[config.mk]
export PLATFORM = sky130hd
export DESIGN_NAME = mem_access_ctrl
export DESIGN_NICKNAME = d
export VERILOG_FILES = /design/src/rtl/mem_access_ctrl.sv
export SDC_FILE = /design/constraint.sdc
export NUM_CORES = 1
export LEC_CHECK = 0
export CAP_MARGIN = 10
export CORE_AREA = 2 2 159 161
export CTS_CLUSTER_DIAMETER = 50
export CTS_CLUSTER_SIZE = 8
export DETAILED_ROUTE_END_ITERATION = 16
export DIE_AREA = 0 0 161 163
export GPL_ROUTABILITY_DRIVEN = 0
export PLACE_DENSITY_LB_ADDON = 0.1
export SETUP_SLACK_MARGIN = 0.2
export SLEW_MARGIN = 20
export SYNTH_ARGS = -nofsm -noshare
export SYNTH_HDL_FRONTEND = slang
export SYNTH_SLANG_ARGS = --single-unit
[constraint.sdc]
create_clock -name clk -period 3.5 [get_ports clk]
set_input_delay 0.525 -clock clk [delete_from_list [all_inputs] [get_ports clk]]
set_output_delay 0.525 -clock clk [all_outputs]
set_load 0.01 [all_outputs]
[src/rtl/mem_access_ctrl.sv]
// MEM-stage load/store controller: valid/ready request side of the data-memory port,
// pipeline stall generation, load lane alignment/extension. Optional macro: MEM_TIMEOUT_EN.
module mem_access_ctrl #(
    parameter int unsigned TIMEOUT_CYCLES = 255
) (
    input  logic        clk,
    input  logic        rstn,
    input  logic        valid_mem,
    input  logic        re_mem,
    input  logic        we_mem_mem,
    input  logic [2:0]  memop_mem,
    input  logic [63:0] addr_mem,
    input  logic [63:0] wdata_mem,
    input  logic        flush,
    output logic        dmem_req_valid,
    input  logic        dmem_req_ready,
    output logic        dmem_req_we,
    output logic [63:0] dmem_req_addr,
    output logic [63:0] dmem_req_wdata,
    output logic [7:0]  dmem_req_wmask,
    input  logic        dmem_resp_valid,
    input  logic [63:0] dmem_resp_rdata,
    output logic        stall_mem,
    output logic [63:0] dmem_mem,
    output logic        except_misalign,
    output logic [3:0]  except_cause
);

    typedef enum logic [2:0] {IDLE, REQ, RESP, DRAIN, DONE} state_t;

    state_t      state, state_nxt;
    logic [2:0]  memop_q;
    logic [2:0]  off_q;
    logic        squash;
    logic        access, misaligned, misalign_exc, start, kill;
    logic [7:0]  sizemask;
    logic [63:0] rshift, load_ext;
    logic        load_unsigned;
    logic        to_hit, to_flag;

    assign access       = re_mem | we_mem_mem;
    assign misalign_exc = (state == IDLE) & valid_mem & access & misaligned;
    assign start        = (state == IDLE) & valid_mem & access & ~flush & ~misaligned;
    assign kill         = squash | flush;

    always_comb begin
        misaligned = 1'b0;
        sizemask   = 8'hFF;
        case (memop_mem[1:0])
            2'b00:   begin misaligned = 1'b0;            sizemask = 8'h01; end
            2'b01:   begin misaligned = addr_mem[0];     sizemask = 8'h03; end
            2'b10:   begin misaligned = |addr_mem[1:0];  sizemask = 8'h0F; end
            default: begin misaligned = |addr_mem[2:0];  sizemask = 8'hFF; end
        endcase
    end

    // funct3 111 has size bits 11 and is therefore handled as a signed doubleword
    assign load_unsigned = memop_q[2] & ~(&memop_q[1:0]);
    assign rshift        = dmem_resp_rdata >> {off_q, 3'b000};

    always_comb begin
        load_ext = rshift;
        case (memop_q[1:0])
            2'b00:   load_ext = load_unsigned ? {56'd0, rshift[7:0]}  : {{56{rshift[7]}},  rshift[7:0]};
            2'b01:   load_ext = load_unsigned ? {48'd0, rshift[15:0]} : {{48{rshift[15]}}, rshift[15:0]};
            2'b10:   load_ext = load_unsigned ? {32'd0, rshift[31:0]} : {{32{rshift[31]}}, rshift[31:0]};
            default: load_ext = rshift;
        endcase
    end

`ifdef MEM_TIMEOUT_EN
    localparam int unsigned CW = ($clog2(TIMEOUT_CYCLES + 1) > 8) ? $clog2(TIMEOUT_CYCLES + 1) : 8;
    logic [CW-1:0] to_cnt;

    // the final waiting cycle without a response is the one where the count reaches the limit
    assign to_hit = ((state == RESP) || (state == DRAIN)) && !dmem_resp_valid &&
                    (to_cnt == CW'(TIMEOUT_CYCLES - 1));

    always_ff @(posedge clk or negedge rstn) begin
        if (!rstn) begin
            to_cnt  <= '0;
            to_flag <= 1'b0;
        end else begin
            if (state == REQ)
                to_cnt <= '0;
            else if ((state == RESP) || (state == DRAIN))
                to_cnt <= to_cnt + 1'b1;
            to_flag <= to_hit && (state == RESP) && !kill;
        end
    end
`else
    logic unused_timeout_cfg;
    assign unused_timeout_cfg = ^TIMEOUT_CYCLES;
    assign to_hit  = 1'b0;
    assign to_flag = 1'b0;
`endif

    always_ff @(posedge clk or negedge rstn) begin
        if (!rstn)
            state <= IDLE;
        else
            state <= state_nxt;
    end

    always_comb begin
        state_nxt = state;
        case (state)
            IDLE:    if (start) state_nxt = REQ;
            REQ:     if (dmem_req_ready) state_nxt = kill ? DRAIN : RESP;
            RESP:    if (dmem_resp_valid || to_hit) state_nxt = kill ? IDLE : DONE;
            DRAIN:   if (dmem_resp_valid || to_hit) state_nxt = IDLE;
            DONE:    state_nxt = IDLE;
            default: state_nxt = IDLE;
        endcase
    end

    always_comb begin
        dmem_req_valid  = (state == REQ);
        stall_mem       = start | (state == REQ) | (state == RESP) | (state == DRAIN);
        except_misalign = misalign_exc | to_flag;
        except_cause    = 4'd0;
        if (to_flag)
            except_cause = dmem_req_we ? 4'd7 : 4'd5;
        else if (misalign_exc)
            except_cause = we_mem_mem ? 4'd6 : 4'd4;
    end

    always_ff @(posedge clk or negedge rstn) begin
        if (!rstn) begin
            dmem_req_we    <= 1'b0;
            dmem_req_addr  <= '0;
            dmem_req_wdata <= '0;
            dmem_req_wmask <= '0;
            dmem_mem       <= '0;
            memop_q        <= '0;
            off_q          <= '0;
            squash         <= 1'b0;
        end else begin
            if (start) begin
                dmem_req_we    <= we_mem_mem;
                dmem_req_addr  <= {addr_mem[63:3], 3'b000};
                dmem_req_wdata <= wdata_mem << {addr_mem[2:0], 3'b000};
                dmem_req_wmask <= we_mem_mem ? (sizemask << addr_mem[2:0]) : 8'h00;
                memop_q        <= memop_mem;
                off_q          <= addr_mem[2:0];
                squash         <= 1'b0;
            end else if (flush && ((state == REQ) || (state == RESP) || (state == DRAIN))) begin
                squash <= 1'b1;
            end
            if ((state == RESP) && dmem_resp_valid && !kill && !dmem_req_we)
                dmem_mem <= load_ext;
        end
    end

endmodule
==> impl_metrics.yaml <==
placement:
  dpl.hpwl_um: 27200
  port-buffer-count: 405
  place_inst: 1776
  place_ws_ns: 0.457
yosys:
  ys_seq_area_frac: 0.463
  syn_avg_cell_area_um2: 10.1
  synth_cells: 1115
  yosys_warnings: 0
  synth_seq_cells: 208
  syn_area_mm2: 0.0112
  ys_types: 50
worst_setup_path:
  reg2reg_slack_ns: 1.01
  crit_path_top_delay_cell: "clkdlybuf4s50_1"
  cp_max_fo: 9
  crit_path_start_kind: "primary input"
  required_ns: 2.97
  worst_path_most_repeated_cell: "clkdlybuf4s50_1"
  max_stage_delay_ns: 0.57
  cp_data_arrival_time_ns: 2.50
  crit_path_end_kind: "output port"
  worstSetupPathType: "in -> out"
  crit_chain: "clkdlybuf4s50_1 -> a21oi_1 -> o21ai_1 -> or3_4 -> o21ai_0 -> clkdlybuf4s50_1"
timing:
  hold_ws_ns: -0.00344
  fin_ws_ns: 0.478
  min_period_ns: 3.02
  hold_viol: 1
  setup_viol: 0
  maxSlewHeadroom: 0.468
  slew_viol_final: 0
  final.period_utilization: 0.863
  rsz0062_at_grt: "false"
  fin_skew_ns: 0.0147
  worst_slew_pin_slew_ns: 0.798
  final.setup.tns_ns: 0
  clock.fmax_mhz: 331
hold_path:
  worstHoldPathType: "in -> async"
die:
  dieArea_mm2: 0.0262
  fp.dieH_um: 163
  pin_count: 411
  start_util: 0.455
  die_x_um: 161
  rows: 58
  core_mm2: 0.0247
cts:
  clk_pin_slew_ns: 0.05
  hold_buffers: 0
  numClockSinks: 208
  cts_tree: "yes"
  clock_latency_ns: 0.51
  post_cts_buffers: 0
  h-tree-depth: 2
  cts_resized: 0
  clock_path_buffers: 3
  cts_root_buf: "clkbuf_16"
  cts_made_buffers: 36
layout:
  final_core_util: 0.670
  drive_gt1_frac: 0.151
  area_growth_pct: 47.2
  fillers: 2011
  diodes: 0
  stdcell_count: 1829
  fin_nets: 1687
run:
  max_cap_viol_count: 0
routing:
  ant_nets: 0
  drc_errors: 0
  vias: 9977
  dr.pass1.iters: 5
  wl_per_cell_um: 20.3
  routed_wl_um: 37200
  via_per_inst: 5.45
  drt_first_iter_violations: 848
global_routing:
  grt_first_pass_wirelength_um: 57200
  grt_pass1_vias: 9826
  antenna_found_initial: 0
  grt_max_degree: 182
  grt.total_usage: 0.279
  overflow: 0
power_and_ir_drop:
  p_leak_nw: 6.87
  p_per_area_mw_per_mm2: 810
  ir_drop_mv: 0.416
status:
  status: "finished, violations left"
  violations: "negative hold slack"
## cell usage in the layout, fill, tap and decap left out, drive strengths merged, types with 3 or more instances in the layout
master	synthesis	routed
mux2	122	122
clkinvlp	0	3
a21oi	58	58
clkinv	0	4
a22oi	8	8
nand2b	11	11
o32a	7	7
nor3b	3	3
a32oi	5	5
clkbuf	44	44
nor2	117	117
o41ai	4	4
a31oi	51	51
a211oi	17	17
conb	1	5
o21ai	74	74
clkdlybuf4s50	0	401
dfrtp	208	208
nand3	4	4
and2	12	12
mux4	16	16
nor2b	14	14
o22a	8	8
buf	58	28
o2bb2ai	3	3
mux2i	73	73
inv	5	6
o31ai	27	27
nand2	145	145
## per-layer routing
metal,vias up,routed length [µm],global-route usage
met5,-,0,0
met4,0,1030,0.0885
met3,55,3070,0.0759
met2,418,18600,0.482
met1,4777,14400,0.341
li1,4727,-,-
## where the power goes
group	total, mW	internal [mW]	switching (mW)
registers	4.13	3.44	0.688
logic	6.13	3.30	2.83
clock network	3.14	1.98	1.16
## flip-flops by register name, summed over array words and instances, names as in the netlist
name / cells
off_q: 3
state: 3
memop_q: 3
dmem_mem: 64
dmem_req_wdata: 64
dmem_req_we: 1
squash: 1
dmem_req_addr: 61
dmem_req_wmask: 8
## logic make-up after synthesis
logic type	count (synthesis)	share of synthesized area
AND/OR/NAND/NOR	316	0.120
AO/OA/AOI/OAI	272	0.153
multiplexers	211	0.219
flip-flops	208	0.463
buffers and inverters	107	0.0443
other	1	0.000334
## cells in the mapped netlist (all sizes together)
master   count  area [µm²]
a211o        2        17.5
a211oi      17         128
a21o         1        7.51
a21oi       58         290
a22oi        8        60.1
a2bb2oi      2        17.5
a31o         1        8.76
a31oi       51         319
a32oi        5        43.8
and2        12        75.1
and3         1        6.26
and3b        1        8.76
buf         58         314
clkbuf      44         165
conb         1        3.75
dfrtp      208        5200
inv          5        18.8
mux2       122        1370
mux2i       73         731
mux4        16         360
nand2      145         544
nand2b      11        68.8
nand3        4        20.0
nand4        1        6.26
nand4b       2        17.5
nor2       117         442
nor2b       14        87.6
nor3b        3        27.5
nor4         1        6.26
nor4b        1        15.0
o21a         1        7.51
o21ai       74         370
o21bai       1        7.51
o22a         8        70.1
o2bb2ai      3        26.3
o311a        1        10.0
o31a         1        8.76
o31ai       27         203
o32a         7        70.1
o41ai        4        57.6
or2          2        12.5
or3          1        6.26
## critical path, delay by kind of cell
kind,cells,cell delay [ns]
AOI/OAI and AO/OA,3,0.44
and+or+nand+nor,1,0.40
buffers and inverters,2,1.13
## metrics by stage
step                hold WS [ns]  area (µm²)  power [mW]
finish                  -0.00344       16500        13.4
detailed placement         0.465       15500        10.3
floorplan                  0.229       11300        7.11
CTS                      0.00351       16500        13.5
global placement           0.459       15500        10.2
global route              0.0324       16500        14.2
## path summary, 6_finish.rpt
kind | startpoint | to | depth (start not counted)
worst max-delay path | memop_mem[0] | stall_mem | 6
worst min-delay path | rstn | dmem_mem[61] | 1
worst max register to register | off_q[1] | dmem_mem[27] | 5
worst min register to register | dmem_req_wdata[23] | dmem_req_wdata[23] | 2
max in group asynchronous | rstn | dmem_mem[22] | 2
min in group clk | dmem_req_wdata[23] | dmem_req_wdata[23] | 2
## final cells by class
type,count,area (µm²),share of cell area
multi-input cells,804,5560,0.336
flip-flops and latches,208,5210,0.315
repair buffers,429,4290,0.259
clock buffers,44,951,0.0575
well taps,330,413,0.0250
clock inverters,9,96.3,0.00583
inverters,5,18.8,0.00113
(Power assumes the default switching activity.)
